### config.mk
export PLATFORM = sky130hd
export DESIGN_NAME = serial_magnitude_comparator
export DESIGN_NICKNAME = d
export VERILOG_FILES = /design/src/rtl/serial_magnitude_comparator_pkg.sv /design/src/rtl/serial_magnitude_comparator_digit_compare.sv /design/src/rtl/serial_magnitude_comparator.sv
export SDC_FILE = /design/constraint.sdc
export NUM_CORES = 1
export LEC_CHECK = 0
export ABC_AREA = 1
export CAP_MARGIN = 10
export CORE_UTILIZATION = 53
export CTS_BUF_LIST = sky130_fd_sc_hd__clkbuf_4
export DETAILED_ROUTE_END_ITERATION = 12
export PLACE_DENSITY = 0.83
export SLEW_MARGIN = 25
export SYNTH_ARGS = -nofsm -noshare
export SYNTH_HDL_FRONTEND = slang
export SYNTH_HIERARCHICAL = 1
export SYNTH_SLANG_ARGS = --single-unit
### constraint.sdc
create_clock -name clk -period 2.1 [get_ports clk]
set_clock_uncertainty 0.2 [all_clocks]
set_input_delay 0.315 -clock clk [delete_from_list [all_inputs] [get_ports clk]]
set_output_delay 0.315 -clock clk [all_outputs]
set_load 0.01 [all_outputs]
### src/rtl/serial_magnitude_comparator_pkg.sv
`default_nettype none
// ============================================================================
// Module      : serial_cmp_pkg
// Description : Shared types and constants for serial_magnitude_comparator.
//               - state_t : FSM state encoding (IDLE, CMP)
//               - RES_EQ / RES_GT / RES_LT : one-hot {eq, gt, lt} encodings
// Revision    : 1.0 - initial release
// ============================================================================
package serial_cmp_pkg;

    typedef enum logic [0:0] {
        IDLE = 1'b0,
        CMP  = 1'b1
    } state_t;

    // Result vector ordering is {eq, gt, lt}
    localparam logic [2:0] RES_EQ = 3'b100;
    localparam logic [2:0] RES_GT = 3'b010;
    localparam logic [2:0] RES_LT = 3'b001;

endpackage
`default_nettype wire

### src/rtl/serial_magnitude_comparator_digit_compare.sv
`default_nettype none
// ============================================================================
// Module      : digit_compare
// Description : Purely combinational DIGIT-bit unsigned comparator.
// Ports       : a, b    - DIGIT-bit digits to compare
//               dig_eq  - a == b
//               dig_gt  - a >  b
// Revision    : 1.0 - initial release
// ============================================================================
module digit_compare #(
    parameter int DIGIT = 4
) (
    input  logic [DIGIT-1:0] a,
    input  logic [DIGIT-1:0] b,
    output logic             dig_eq,
    output logic             dig_gt
);

    assign dig_eq = (a == b);
    assign dig_gt = (a > b);

endmodule
`default_nettype wire

### src/rtl/serial_magnitude_comparator.sv
`default_nettype none
// ============================================================================
// Module      : serial_magnitude_comparator
// Description : Multi-cycle WIDTH-bit magnitude comparator scanning DIGIT bits
//               per clock, MSB first, unsigned or two's-complement per op.
// Ports       : clk, rst_n (sync, active-low)
//               start, a, b, signed_mode - request; captured in IDLE only
//               busy - high while in CMP
//               done - one-cycle pulse; eq/gt/lt valid and held until next
// Config      : SERIAL_CMP_EARLY_EXIT_EN defined   -> finish on first
//               differing digit (1..NDIG cycles).
//               SERIAL_CMP_EARLY_EXIT_EN undefined -> always NDIG cycles,
//               first difference held in a sticky register.
// Revision    : 1.0 - initial release
// ============================================================================
module serial_magnitude_comparator
    import serial_cmp_pkg::*;
#(
    parameter int WIDTH = 16,
    parameter int DIGIT = 4
) (
    input  logic             clk,
    input  logic             rst_n,
    input  logic             start,
    input  logic [WIDTH-1:0] a,
    input  logic [WIDTH-1:0] b,
    input  logic             signed_mode,
    output logic             busy,
    output logic             done,
    output logic             eq,
    output logic             gt,
    output logic             lt
);

    localparam int NDIG  = WIDTH / DIGIT;
    localparam int IDX_W = (NDIG > 1) ? $clog2(NDIG) : 1;

    generate
        if (WIDTH < 2 || DIGIT < 1 || (WIDTH % DIGIT) != 0) begin : g_param_check
            $error("serial_magnitude_comparator: WIDTH must be >= 2 and a multiple of DIGIT");
        end
    endgenerate

    state_t             r_state;
    logic [WIDTH-1:0]   r_a;
    logic [WIDTH-1:0]   r_b;
    logic [IDX_W-1:0]   r_idx;
    logic               r_done;
    logic               r_eq;
    logic               r_gt;
    logic               r_lt;

    logic               w_dig_eq;
    logic               w_dig_gt;
    logic               w_last;
    logic               w_finish;
    logic               w_res_eq;
    logic               w_res_gt;

    // Operands shift left one digit per CMP cycle, so the digit under test
    // is always the top DIGIT bits and no index mux is needed.
    digit_compare #(
        .DIGIT (DIGIT)
    ) u_digit_compare (
        .a      (r_a[WIDTH-1 -: DIGIT]),
        .b      (r_b[WIDTH-1 -: DIGIT]),
        .dig_eq (w_dig_eq),
        .dig_gt (w_dig_gt)
    );

    assign w_last = (r_idx == IDX_W'(NDIG - 1));

`ifdef SERIAL_CMP_EARLY_EXIT_EN
    // The first differing digit decides; equal digits up to the last one
    // mean the operands are equal.
    assign w_finish = !w_dig_eq || w_last;
    assign w_res_eq = w_dig_eq;
    assign w_res_gt = w_dig_gt;
`else
    logic r_decided;
    logic r_dec_gt;

    // Sticky record of the first differing digit; later digits are ignored.
    always_ff @(posedge clk) begin
        if (!rst_n) begin
            r_decided <= 1'b0;
            r_dec_gt  <= 1'b0;
        end else if (r_state == IDLE) begin
            r_decided <= 1'b0;
            r_dec_gt  <= 1'b0;
        end else if (!r_decided && !w_dig_eq) begin
            r_decided <= 1'b1;
            r_dec_gt  <= w_dig_gt;
        end
    end

    assign w_finish = w_last;
    assign w_res_eq = !r_decided && w_dig_eq;
    assign w_res_gt = r_decided ? r_dec_gt : w_dig_gt;
`endif

    always_ff @(posedge clk) begin
        if (!rst_n) begin
            r_state <= IDLE;
            r_a     <= '0;
            r_b     <= '0;
            r_idx   <= '0;
            r_done  <= 1'b0;
            r_eq    <= 1'b0;
            r_gt    <= 1'b0;
            r_lt    <= 1'b0;
        end else begin
            r_done <= 1'b0;
            case (r_state)
                IDLE: begin
                    if (start) begin
                        // Flipping the sign bit maps two's complement order
                        // onto unsigned order, so the engine stays unsigned.
                        r_a     <= {a[WIDTH-1] ^ signed_mode, a[WIDTH-2:0]};
                        r_b     <= {b[WIDTH-1] ^ signed_mode, b[WIDTH-2:0]};
                        r_idx   <= '0;
                        r_state <= CMP;
                    end
                end
                CMP: begin
                    if (w_finish) begin
                        r_done  <= 1'b1;
                        r_eq    <= w_res_eq;
                        r_gt    <= !w_res_eq && w_res_gt;
                        r_lt    <= !w_res_eq && !w_res_gt;
                        r_state <= IDLE;
                    end else begin
                        r_idx <= r_idx + 1'b1;
                        r_a   <= r_a << DIGIT;
                        r_b   <= r_b << DIGIT;
                    end
                end
                default: r_state <= IDLE;
            endcase
        end
    end

    assign busy = (r_state == CMP);
    assign done = r_done;
    assign eq   = r_eq;
    assign gt   = r_gt;
    assign lt   = r_lt;

endmodule
`default_nettype wire

==> impl_summary.md, run 1 <==
Logic synthesis
Synthesis inferred 41 register bits. For this run, the register share of the synthesized area comes to 0.413. Counting every net in the synthesized netlist gives 330. Averaged over all synthesized cells, the footprint is 6.91 um2. The synthesized netlist contains 23 unique library cells. For this run, asynchronously set or reset flops after synthesis account for 0. For this run, the leading register cell type out of synthesis is sky130_fd_sc_hd__dfxtp_1. The post-synthesis instance area is 1990 um2.

Of all cell types, the one taking the most synthesized area is sky130_fd_sc_hd__dfxtp_1. The post-synthesis cell count is 288. The number of enable-type register cells in the synthesized netlist is 0. In the post-synthesis netlist, the biggest area contributors are sky130_fd_sc_hd__dfxtp_1 41%, sky130_fd_sc_hd__nand2_1 19%, sky130_fd_sc_hd__nor2_1 9.6%. The yosys synthesis warning count is 6. Of the post-synthesis cell area, the dominant cell type holds 0.413.

Worst setup path
For the worst setup path, the data required time is around 1.6 ns. The slowest stage of the critical path is the sky130_fd_sc_hd__clkdlybuf4s50_1 cell. The worst setup path is launched from a register. The number of buffer and inverter stages on the critical path is 1. The worst register-to-register path has a depth of 11. The kind of cell with the highest combined delay along the critical path is buffers and inverters. STA puts the critical path data arrival time at 1.36 ns. On the worst path, the slowest cell contributes a delay of 0.57 ns.

Walking the worst path, the cells encountered are clkdlybuf4s50_1. The reg-to-reg setup timing slack is about 0.36 ns. The biggest fanout along the worst timing path is 4. The start of the worst register-to-register path is r_b[15]$_SDFFE_PN0P_. The endpoint identified for the worst register-to-register timing path is lt$_SDFFE_PN0P_. The element type at the critical path end is a primary output. The critical path is of the register to primary output type.

STA
The tightest slew margin relative to the limit is 0.615. At the pin with the least slew margin, the transition time is 0.577 ns. The number of hold violations in the final report is 0. The minimum hold slack is 0.272 ns. The setup violation total in the final timing report is 0. The count of final max-slew check failures is 0. The time the worst path needs with I/O delays and setup is 1.88 ns. The summed negative setup slack over all endpoints is 0 ns. The ratio of final minimum period to clock period is 0.895. Setup repair after global routing left no endpoint under its margin. The highest attainable clock frequency is 532 MHz.

Die
The placement row count is 21. The die is about 63 um wide. The initial core utilization is 0.574.

For this design the top-level I/O count stands at 41. The die outline area is between 4000 and 5000 um2. The vertical extent of the die is between 60 and 70 um. The region available for standard cell placement spans between 3000 and 4000 um2.

Detailed routing
The first detailed-routing pass took 4 iterations. The violation count after the first detailed-routing iteration is 76. In this run the remaining antenna-violating nets after routing total 0. The ratio of routed vias to standard cells is 4.92. For this run, design rule violations remaining after detail routing come to 0. After detailed routing, the average wire length per cell comes to 10.8 um.

The sum of routed wire length over all layers is between 4 and 5 mm. The number of vias after detailed routing is 1831.

Power and ir drop
The worst vdd rail ir drop is 0.402 mV. The total power density per cell area is 685 nW/um2. Total power for the finished layout comes to ~0.0017 W. The standby leakage power is about 1.1 nW.

GRT
Entering global routing, the biggest net connects 35 pins. The via count of the first global-routing pass is 1729. Global routing finished with a remaining overflow of 0. The global-route usage over all layers is 0.228. The initial antenna violation count came to 0. The wire length of the first global-routing pass is 7.16 mm.

Placement
Detailed placement ended at an HPWL of roughly 2.8 mm. Port buffering added 40 buffers. The weighted congestion reported at the end of routability-driven placement is between 0.7 and 0.8.

Finish
After filler insertion, the fill cell instance count of the layout stands at between 300 and 400. The net count of the finished layout is about 370. The fraction of layout instances using a drive strength above 1 is 0.0828. The layout overhead on the synthesized area is 22.1%. The diode insertion count for antenna repair is 0. Leaving out fill and tap cells, the most frequent cell in the layout is sky130_fd_sc_hd__nand2_1. The library cells used most frequently in the layout, excluding fill and tap cells, are 99 x sky130_fd_sc_hd__nand2_1, 51 x sky130_fd_sc_hd__nor2_1, 41 x sky130_fd_sc_hd__dfxtp_1, 40 x sky130_fd_sc_hd__clkdlybuf4s50_1, 25 x sky130_fd_sc_hd__o21ai_0.

CTS
The tree built by TritonCTS fans out to a little over 40 sinks. The TritonCTS clock tree is built. The clock tree root buffer cell is sky130_fd_sc_hd__clkbuf_4.

Gates resized during post-CTS repair numbered 0. In this run, post-CTS hold repair placed 0 buffers. The number of buffers created by CTS is 5.

The later pin in the worst-skew pair is clocked with a latency of between 0.3 and 0.4 ns. The maximum buffer depth of the clock tree is 2. The number of setup buffers added after CTS is 0. Clock-pin slew was measured on the worst setup and hold paths at 0.12 ns. The H-tree depth is 2.

Hold path
The tightest min-delay check is of the register to register type. The startpoint identified for the worst hold timing path is r_b[1]$_SDFFE_PN0P_. The worst hold path terminates at r_b[1]$_SDFFE_PN0P_. The worst hold path was traced through 2 stages.

Job
The number of violations of the max-capacitance limit is 0.

Status
The flow ran to the end, and the final reports show no timing, DRC or antenna violations.
==> synth_stat cells, types with 2 or more instances <==
master / instances
sky130_fd_sc_hd__clkbuf_1: 2
sky130_fd_sc_hd__o21ai_0: 25
sky130_fd_sc_hd__nand3_1: 2
sky130_fd_sc_hd__inv_1: 19
sky130_fd_sc_hd__a21oi_2: 6
sky130_fd_sc_hd__buf_4: 2
sky130_fd_sc_hd__ha_1: 6
sky130_fd_sc_hd__buf_2: 5
sky130_fd_sc_hd__dfxtp_1: 41
sky130_fd_sc_hd__nor2_1: 51
sky130_fd_sc_hd__nand2_8: 2
sky130_fd_sc_hd__nand2_1: 99
sky130_fd_sc_hd__nand2_2: 6
sky130_fd_sc_hd__buf_6: 3
sky130_fd_sc_hd__a21oi_1: 11
==> power by group <==
group          switching, W  internal (W)
Combinational      0.000222      0.000169
Clock              0.000264      0.000127
Sequential        0.0000359      0.000845
==> state kept, by name, summed over array words and instances (netlist names) <==
| signal | count |
|---|---|
| r_decided | 1 |
| done | 1 |
| r_idx | 2 |
| lt | 1 |
| r_b | 16 |
| eq | 1 |
| busy | 1 |
| gt | 1 |
| r_a | 16 |
| r_dec_gt | 1 |
==> logic make-up (layout without fill, tap and decap cells) <==
group | count (synthesis) | count (layout) | share of synthesized area
buf+inv | 35 | 73 | 0.0937
compound gates | 44 | 44 | 0.123
simple gates | 162 | 162 | 0.333
flops | 41 | 41 | 0.413
fa+ha+maj | 6 | 6 | 0.0377
==> through the flow <==
| step | util | instances | setup slack [ns] | area [um2] |
|---|---|---|---|---|
| 6_report | 0.700 | 372 | 0.221 | 2430 |
| 5_1_grt | 0.700 | 372 | 0.174 | 2430 |
| 4_1_cts | 0.700 | 372 | 0.211 | 2430 |
| 3_5_place_dp | 0.684 | 364 | 0.300 | 2370 |
| 3_3_place_gp | 0.684 | 364 | 0.325 | 2370 |
| 2_1_floorplan | - | 288 | 0.532 | 1990 |
==> routing by layer <==
layer | GRT usage | wire (um)
met1 | 0.267 | 1820
met2 | 0.401 | 1960
met3 | 0.0435 | 165
met4 | 0.102 | 72
met5 | 0 | 0
==> worst max-delay path by stage <==
stage,start,to,slack [ns],depth (start not counted)
after global placement,start,r_b[15]$_SDFFE_PN0P_,0.32,6
after CTS,busy$_SDFF_PN0_,busy,0.21,1
after floorplan,r_b[15]$_SDFFE_PN0P_,lt$_SDFFE_PN0P_,0.53,11
after detailed placement,start,r_a[0]$_SDFFE_PN0P_,0.30,6
after global routing,busy$_SDFF_PN0_,busy,0.17,1
final,busy$_SDFF_PN0_,busy,0.22,1
==> cell type report <==
class	instances	area, um2	area share
clock buffer	5	37.5	0.0155
clock inverter	3	17.5	0.00721
tap	46	57.6	0.0237
timing repair buffer	43	423	0.174
sequential	41	821	0.338
multi-input combinational	212	982	0.404
inverter	22	90.1	0.0371
Power figures use the tool's default switching activity.
==> run 2: changes to the inputs <==
--- a/config.mk
+++ b/config.mk
@@ -7,6 +7,7 @@
 export LEC_CHECK = 0
 export ABC_AREA = 1
 export CAP_MARGIN = 10
+export CORE_ASPECT_RATIO = 2
 export CORE_UTILIZATION = 53
 export CTS_BUF_LIST = sky130_fd_sc_hd__clkbuf_4
 export DETAILED_ROUTE_END_ITERATION = 12
==> impl_summary.md, run 2 (synthesis gave the netlist of run 1 again) <==
CTS
The number of buffers created by CTS came to 5 (unchanged). The total of cells resized after clock tree synthesis was 0 (unchanged). The clock sink total is 41 (unchanged). The maximum buffer depth of the clock tree was 2 (unchanged).

The latest clock arrival within the worst-skew pair is 0.35 ns (about the same). The H-tree depth is 2 (unchanged). The post-CTS clock slew at the launch and capture registers of the worst setup and hold paths is 0.12 ns (about the same).

Clock tree synthesis selected as its root buffer the cell sky130_fd_sc_hd__clkbuf_4. TritonCTS built the clock tree. The number of setup buffers added after CTS is 0 (unchanged). The number of buffers inserted by hold repair at cts is 0 (unchanged).

GRT
The wire length of the first global-routing pass is 6.92 mm (-3.4%). The global route total overflow is 0 (unchanged). The met3 track demand over resource came to 0.0490 (+0.00550). The initial antenna violation count is 0 (unchanged). The pin count of the biggest net entering global routing was 35 (unchanged). The met2 global-route usage is 0.430 (+0.0290). The global-route usage over all layers is 0.235 (+0.00691). In this run the most used layer during global routing was met2. The met1 usage in global routing is 0.251 (-0.0158).

The via count of the first global-routing pass is 1697 (-1.9%).

STA
The number of hold violations in the final report is 0 (unchanged). The ratio of final minimum period to clock period came to 0.944 (+0.0490). The summed negative setup slack over all endpoints was 0 ns (unchanged). The highest attainable clock frequency is 504 MHz (-5.2%). The count of final max-slew check failures is 0 (unchanged). The slew at the pin closest to its max-slew limit is 0.564 ns (-0.0124 ns). The setup violation total in the final timing report came to 0 (unchanged).

Setup repair after global routing left no endpoint under its margin. The tightest slew margin relative to the limit is 0.623 (+0.00826). The time the worst path needs with I/O delays and setup is 1.98 ns (+0.103 ns).

Die
The vertical extent of the die came to 88.6 um (+40%). The number of top-level pins was 41 (unchanged). The die outline area is 4020 um2 (+0.37%). The standard cell core area is 3610 um2 (+4.0%). The horizontal die dimension came to 45.3 um (-28%). The placement row count was 31 (+48%). The initial core utilization is 0.552 (-0.0221).

Power and ir drop
The total power consumption of the routed design is 0.00179 W (+7.5%). The standby leakage power is 1.10 nW (+0.51%). The total power density per cell area was 730 nW/um2 (+6.6%). The worst vdd rail ir drop is 0.542 mV (+35%).

Finish
The top cell types in the final layout, fill and taps aside, are 99 x sky130_fd_sc_hd__nand2_1, 51 x sky130_fd_sc_hd__nor2_1, 41 x sky130_fd_sc_hd__dfxtp_1, 40 x sky130_fd_sc_hd__clkdlybuf4s50_1, 25 x sky130_fd_sc_hd__o21ai_0. The flip-flop and latch area is 821 um2 (unchanged). The total of fill cells in the finished design is 324 (-1.5%). The number of standard cells in the layout, taps in and fillers out is 374 (+0.54%). The fraction of layout instances using a drive strength above 1 is 0.0800 (-0.00282). The net total in the final layout was 366 (-0.27%). The multi-input logic area was 982 um2 (unchanged). The diode insertion count for antenna repair came to 0 (unchanged).

The most common cell after layout, fill and taps aside is sky130_fd_sc_hd__nand2_1. In the final layout, the registers with the most flip-flops are r_a x16, r_b x16, r_idx x2. The layout overhead on the synthesized area is 23.1%.

Placement
The final HPWL from detailed placement is 2.94 mm (+4.7%). The cell count after placement is 366 (+0.55%). The weighted congestion reported at the end of routability-driven placement was 0.789 (+4.3%). The number of port buffers was 40 (unchanged).

Worst setup path
The number of buffer and inverter stages on the critical path was 1 (unchanged). STA classifies the critical path endpoint as a primary output. The critical path class is register to primary output. The worst path arrival time was 1.47 ns (+0.11 ns). The number of cells on the critical path came to 1 (unchanged).

The endpoint required time on the critical path is 1.58 ns (about the same). The standard cell with the maximum stage delay on the critical path is sky130_fd_sc_hd__clkdlybuf4s50_1. The number of cell instances on the worst register-to-register path was 11 (unchanged). The biggest fanout along the worst timing path is 7 (+3). The highest cell delay on the worst timing path is 0.60 ns (+0.03 ns). The startpoint type of the worst setup path is a register. Among cell families on the critical path, the largest total delay comes from buffers and inverters. The signal on the critical path passes through clkdlybuf4s50_1.

Detailed routing
The detailed-routing iteration count for the pre-antenna-repair pass was 4 (unchanged). The average wire per standard cell is 11.0 um (+2.1%). The number of antenna-violating nets in the routed design is 0 (unchanged).

The sum of routed wire length over all layers was 4.12 mm (+2.6%). The number of vias after detailed routing is 1851 (+1.1%). The violation count after the first detailed-routing iteration is 49 (-36%). The ratio of routed vias to standard cells is 4.95 (+0.55%). The count of unresolved DRC violations after routing was 0 (unchanged).

Job
The number of violations of the max-capacitance limit was 0 (unchanged).

Hold path
The min-delay analysis places its worst path in the category register to register. The instance count along the most critical hold path is 2 (unchanged).

Status
The flow ran to the end, and the final reports show no timing, DRC or antenna violations.
run 2: changes by cell type in the layout (fill, tap and decap cells not counted):
cell                        delta
sky130_fd_sc_hd__buf_4         -1
sky130_fd_sc_hd__clkinv_4      -1
sky130_fd_sc_hd__clkbuf_4      +1
sky130_fd_sc_hd__clkinv_2      -1
sky130_fd_sc_hd__bufinv_16     +1
run 2: power by group:
part	internal, W	switching (W)
Combinational	0.000166	0.000225
Clock	0.000261	0.000253
Sequential	0.000845	0.0000382
run 2: path summary, 6_finish.rpt:
| path | start | endpoint | slack (ns) |
|---|---|---|---|
| hold reg to reg | lt$_SDFFE_PN0P_ | lt$_SDFFE_PN0P_ | 0.28 |
| setup reg to reg | r_b[15]$_SDFFE_PN0P_ | lt$_SDFFE_PN0P_ | 0.30 |
| setup / recovery | busy$_SDFF_PN0_ | busy | 0.12 |
| hold / removal | lt$_SDFFE_PN0P_ | lt$_SDFFE_PN0P_ | 0.28 |
run 2: layout make-up:
cell class	count	area share
Tap cell	49	0.0250
Clock inverter	2	0.0138
Multi-Input combinational cell	212	0.401
Inverter	22	0.0368
Sequential cell	41	0.335
Clock buffer	6	0.0184
Timing Repair Buffer	42	0.170
run 2: routing by layer:
metal	wire length [um]	vias to the layer above
met5	0	-
met4	75	0
met3	97	7
met2	2320	30
met1	1630	854
li1	-	960
run 2: per-stage QoR:
| step | util | setup WS (ns) | hold WS (ns) | area, um2 |
|---|---|---|---|---|
| finish | 0.679 | 0.118 | 0.276 | 2450 |
| global route | 0.679 | 0.0411 | 0.295 | 2450 |
| CTS | 0.679 | 0.103 | 0.275 | 2450 |
| detailed placement | 0.657 | 0.278 | 0.255 | 2370 |
| global placement | 0.657 | 0.338 | 0.250 | 2370 |
| floorplan | - | 0.532 | 0.239 | 1990 |
==> run 3: changes to the inputs <==
--- a/config.mk
+++ b/config.mk
@@ -8,10 +8,10 @@
 export ABC_AREA = 1
 export CAP_MARGIN = 10
 export CORE_ASPECT_RATIO = 2
-export CORE_UTILIZATION = 53
+export CORE_UTILIZATION = 57
 export CTS_BUF_LIST = sky130_fd_sc_hd__clkbuf_4
 export DETAILED_ROUTE_END_ITERATION = 12
-export PLACE_DENSITY = 0.83
+export PLACE_DENSITY = 0.89
 export SLEW_MARGIN = 25
 export SYNTH_ARGS = -nofsm -noshare
 export SYNTH_HDL_FRONTEND = slang
==> constraint.sdc (replaced) <==
create_clock -name clk -period 2.5 [get_ports clk]
set_clock_uncertainty 0.2 [all_clocks]
set_input_delay 0.375 -clock clk [delete_from_list [all_inputs] [get_ports clk]]
set_output_delay 0.375 -clock clk [all_outputs]
set_load 0.01 [all_outputs]
==> impl_summary.md, run 3 (synthesis gave the netlist of run 1 again) <==
STA
The setup violation total in the final timing report is 0 (unchanged). The slew at the pin closest to its max-slew limit is 0.572 ns (+0.00757 ns). The smallest clock period supported by the final layout is computed as 2.04 ns. The summed negative setup slack over all endpoints was 0 ns (unchanged). The tightest slew margin relative to the limit is 0.618 (-0.00505). Setup repair after global routing left no endpoint under its margin. Derived from the worst setup path, the maximum achievable clock frequency is ~490 MHz. The ratio of final minimum period to clock period is 0.815. The minimum hold slack came to 0.270 ns (-0.00544 ns). The count of final max-slew check failures is 0 (unchanged). The number of hold violations in the final report is 0 (unchanged). The worst path setup slack after routing is 0.463 ns (+0.345 ns).

Detailed routing
The sum of routed wire length over all layers is 4.07 mm (-1.4%). The count of unresolved DRC violations after routing is 2 (+2). The violation count after the first detailed-routing iteration is 61 (+24%).

The number of vias after detailed routing came to 1834 (-0.92%). The number of antenna-violating nets in the routed design was 0 (unchanged). The average wire per standard cell is 11.4 um (+3.6%).

The ratio of routed vias to standard cells was 5.15 (+4.1%). The detailed-routing iteration count for the pre-antenna-repair pass is 8 (+4).

Finish
From synthesis to final layout, the design area changed by 20.5%. The top cell types in the final layout, fill and taps aside, are 99 x sky130_fd_sc_hd__nand2_1, 51 x sky130_fd_sc_hd__nor2_1, 41 x sky130_fd_sc_hd__dfxtp_1, 40 x sky130_fd_sc_hd__clkdlybuf4s50_1, 25 x sky130_fd_sc_hd__o21ai_0. The net total in the final layout is 366 (unchanged). In the final layout, the registers with the most flip-flops are r_a x16, r_b x16, r_idx x2. The most common cell after layout, fill and taps aside is sky130_fd_sc_hd__nand2_1. The share of the core filled with cells came to 0.718 (+0.0388). The fraction of layout instances using a drive strength above 1 is 0.0772 (-0.00284). The diode insertion count for antenna repair came to 0 (unchanged).

The final instance area is 2400 um2 (-2.1%).

Worst setup path
The endpoint required time on the critical path is 1.92 ns (+0.34 ns). The number of buffer and inverter stages on the critical path is 1 (unchanged). The setup path with the least slack is of type register to primary output. The standard cell with the maximum stage delay on the critical path is sky130_fd_sc_hd__clkdlybuf4s50_1. STA classifies the critical path endpoint as a primary output. Grouping stages by cell kind, the critical path spends the most delay in buffers and inverters. The biggest fanout along the worst timing path was 7 (unchanged). The highest cell delay on the worst timing path was 0.61 ns (about the same).

The critical path goes through clkdlybuf4s50_1. The worst path arrival time is 1.46 ns (about the same). The worst setup path is launched from a register.

CTS
The post-CTS clock slew at the launch and capture registers of the worst setup and hold paths is 0.10 ns (-0.02 ns). The H-tree depth is 2 (unchanged). The maximum buffer depth of the clock tree was 2 (unchanged). The clock sink total came to 41 (unchanged). The total of cells resized after clock tree synthesis is 0 (unchanged). The clock tree root buffer cell is sky130_fd_sc_hd__clkbuf_4.

TritonCTS built the clock tree. The number of buffers inserted by hold repair at cts is 0 (unchanged). The number of setup buffers added after CTS is 0 (unchanged). The latest clock arrival within the worst-skew pair is 0.35 ns (about the same). The number of buffers created by CTS is 5 (unchanged).

Die
The vertical extent of the die is 85.6 um (-3.5%). The initial core utilization came to 0.596 (+0.0440). The standard cell core area is 3340 um2 (-7.4%). The number of top-level pins is 41 (unchanged). The die outline area is 3740 um2 (-6.8%).

The placement row count came to 30 (-3.2%). The horizontal die dimension came to 43.8 um (-3.4%).

Hold path
The path class of the tightest hold or removal check is register to register.

GRT
The wire length of the first global-routing pass was 7.10 mm (+2.6%). The global-route usage over all layers is 0.250 (+0.0145). The global route total overflow is 0 (unchanged).

The pin count of the biggest net entering global routing is 35 (unchanged). The via count of the first global-routing pass is 1771 (+4.4%). The initial antenna violation count is 0 (unchanged).

Status
The checks that failed: DRC. The run finished, with violations left.

Placement
The total cell area at the placement stage is 2350 um2 (-0.90%). The post-placement setup slack is 0.585 ns (+0.306 ns). The number of port buffers came to 40 (unchanged). The weighted congestion reported at the end of routability-driven placement came to 0.801 (+1.5%). The final HPWL from detailed placement was 2.90 mm (-1.2%).

Power and ir drop
The worst vdd rail ir drop is 0.452 mV (-17%). The total power density per cell area is 578 nW/um2 (-21%). The standby leakage power is 1.08 nW (-1.3%).

Job
The number of violations of the max-capacitance limit came to 0 (unchanged).
## run 3: cell count changes in the layout (fill, tap and decap cells not counted)
cell / before / now
sky130_fd_sc_hd__bufinv_16: 1 / 0
## run 3: layer usage
| metal | vias to the layer above | global-route usage | routed length [um] | share of wire |
|---|---|---|---|---|
| met3 | 11 | 0.0316 | 88 | 0.022 |
| li1 | 959 | - | - | - |
| met1 | 835 | 0.282 | 1660 | 0.41 |
| met5 | - | 0 | 0 | 0 |
| met4 | 0 | 0.128 | 122 | 0.030 |
| met2 | 29 | 0.438 | 2190 | 0.54 |
## run 3: layout make-up
class / count / area, um2
repair buffers: 42 / 415
clock inverters: 1 / 3.75
flip-flops and latches: 41 / 821
well taps: 32 / 40.0
multi-input cells: 212 / 982
inverters: 22 / 90.1
fillers: 292 / 943
clock buffers: 6 / 45.0
## run 3: final timing paths
kind,start,endpoint,slack [ns],cells past startpoint
hold reg to reg,r_b[15]$_SDFFE_PN0P_,r_b[15]$_SDFFE_PN0P_,0.27,2
setup reg to reg,r_b[13]$_SDFFE_PN0P_,lt$_SDFFE_PN0P_,0.70,11
setup / recovery,busy$_SDFF_PN0_,busy,0.46,1
hold / removal,r_b[15]$_SDFFE_PN0P_,r_b[15]$_SDFFE_PN0P_,0.27,2
## run 3: through the flow
step / power, W / std cells
after floorplan: 0.000991 / 288
after global placement: 0.00107 / 349
after detailed placement: 0.00109 / 349
after CTS: 0.00140 / 356
after global routing: 0.00147 / 356
final: 0.00139 / 356
## run 3: report_power, final
part	internal (W)	switching (W)	total, W
sequential	0.000709	0.0000330	0.000742
combinational	0.000140	0.000187	0.000327
clock	0.000113	0.000202	0.000316
total	0.000962	0.000423	0.00139
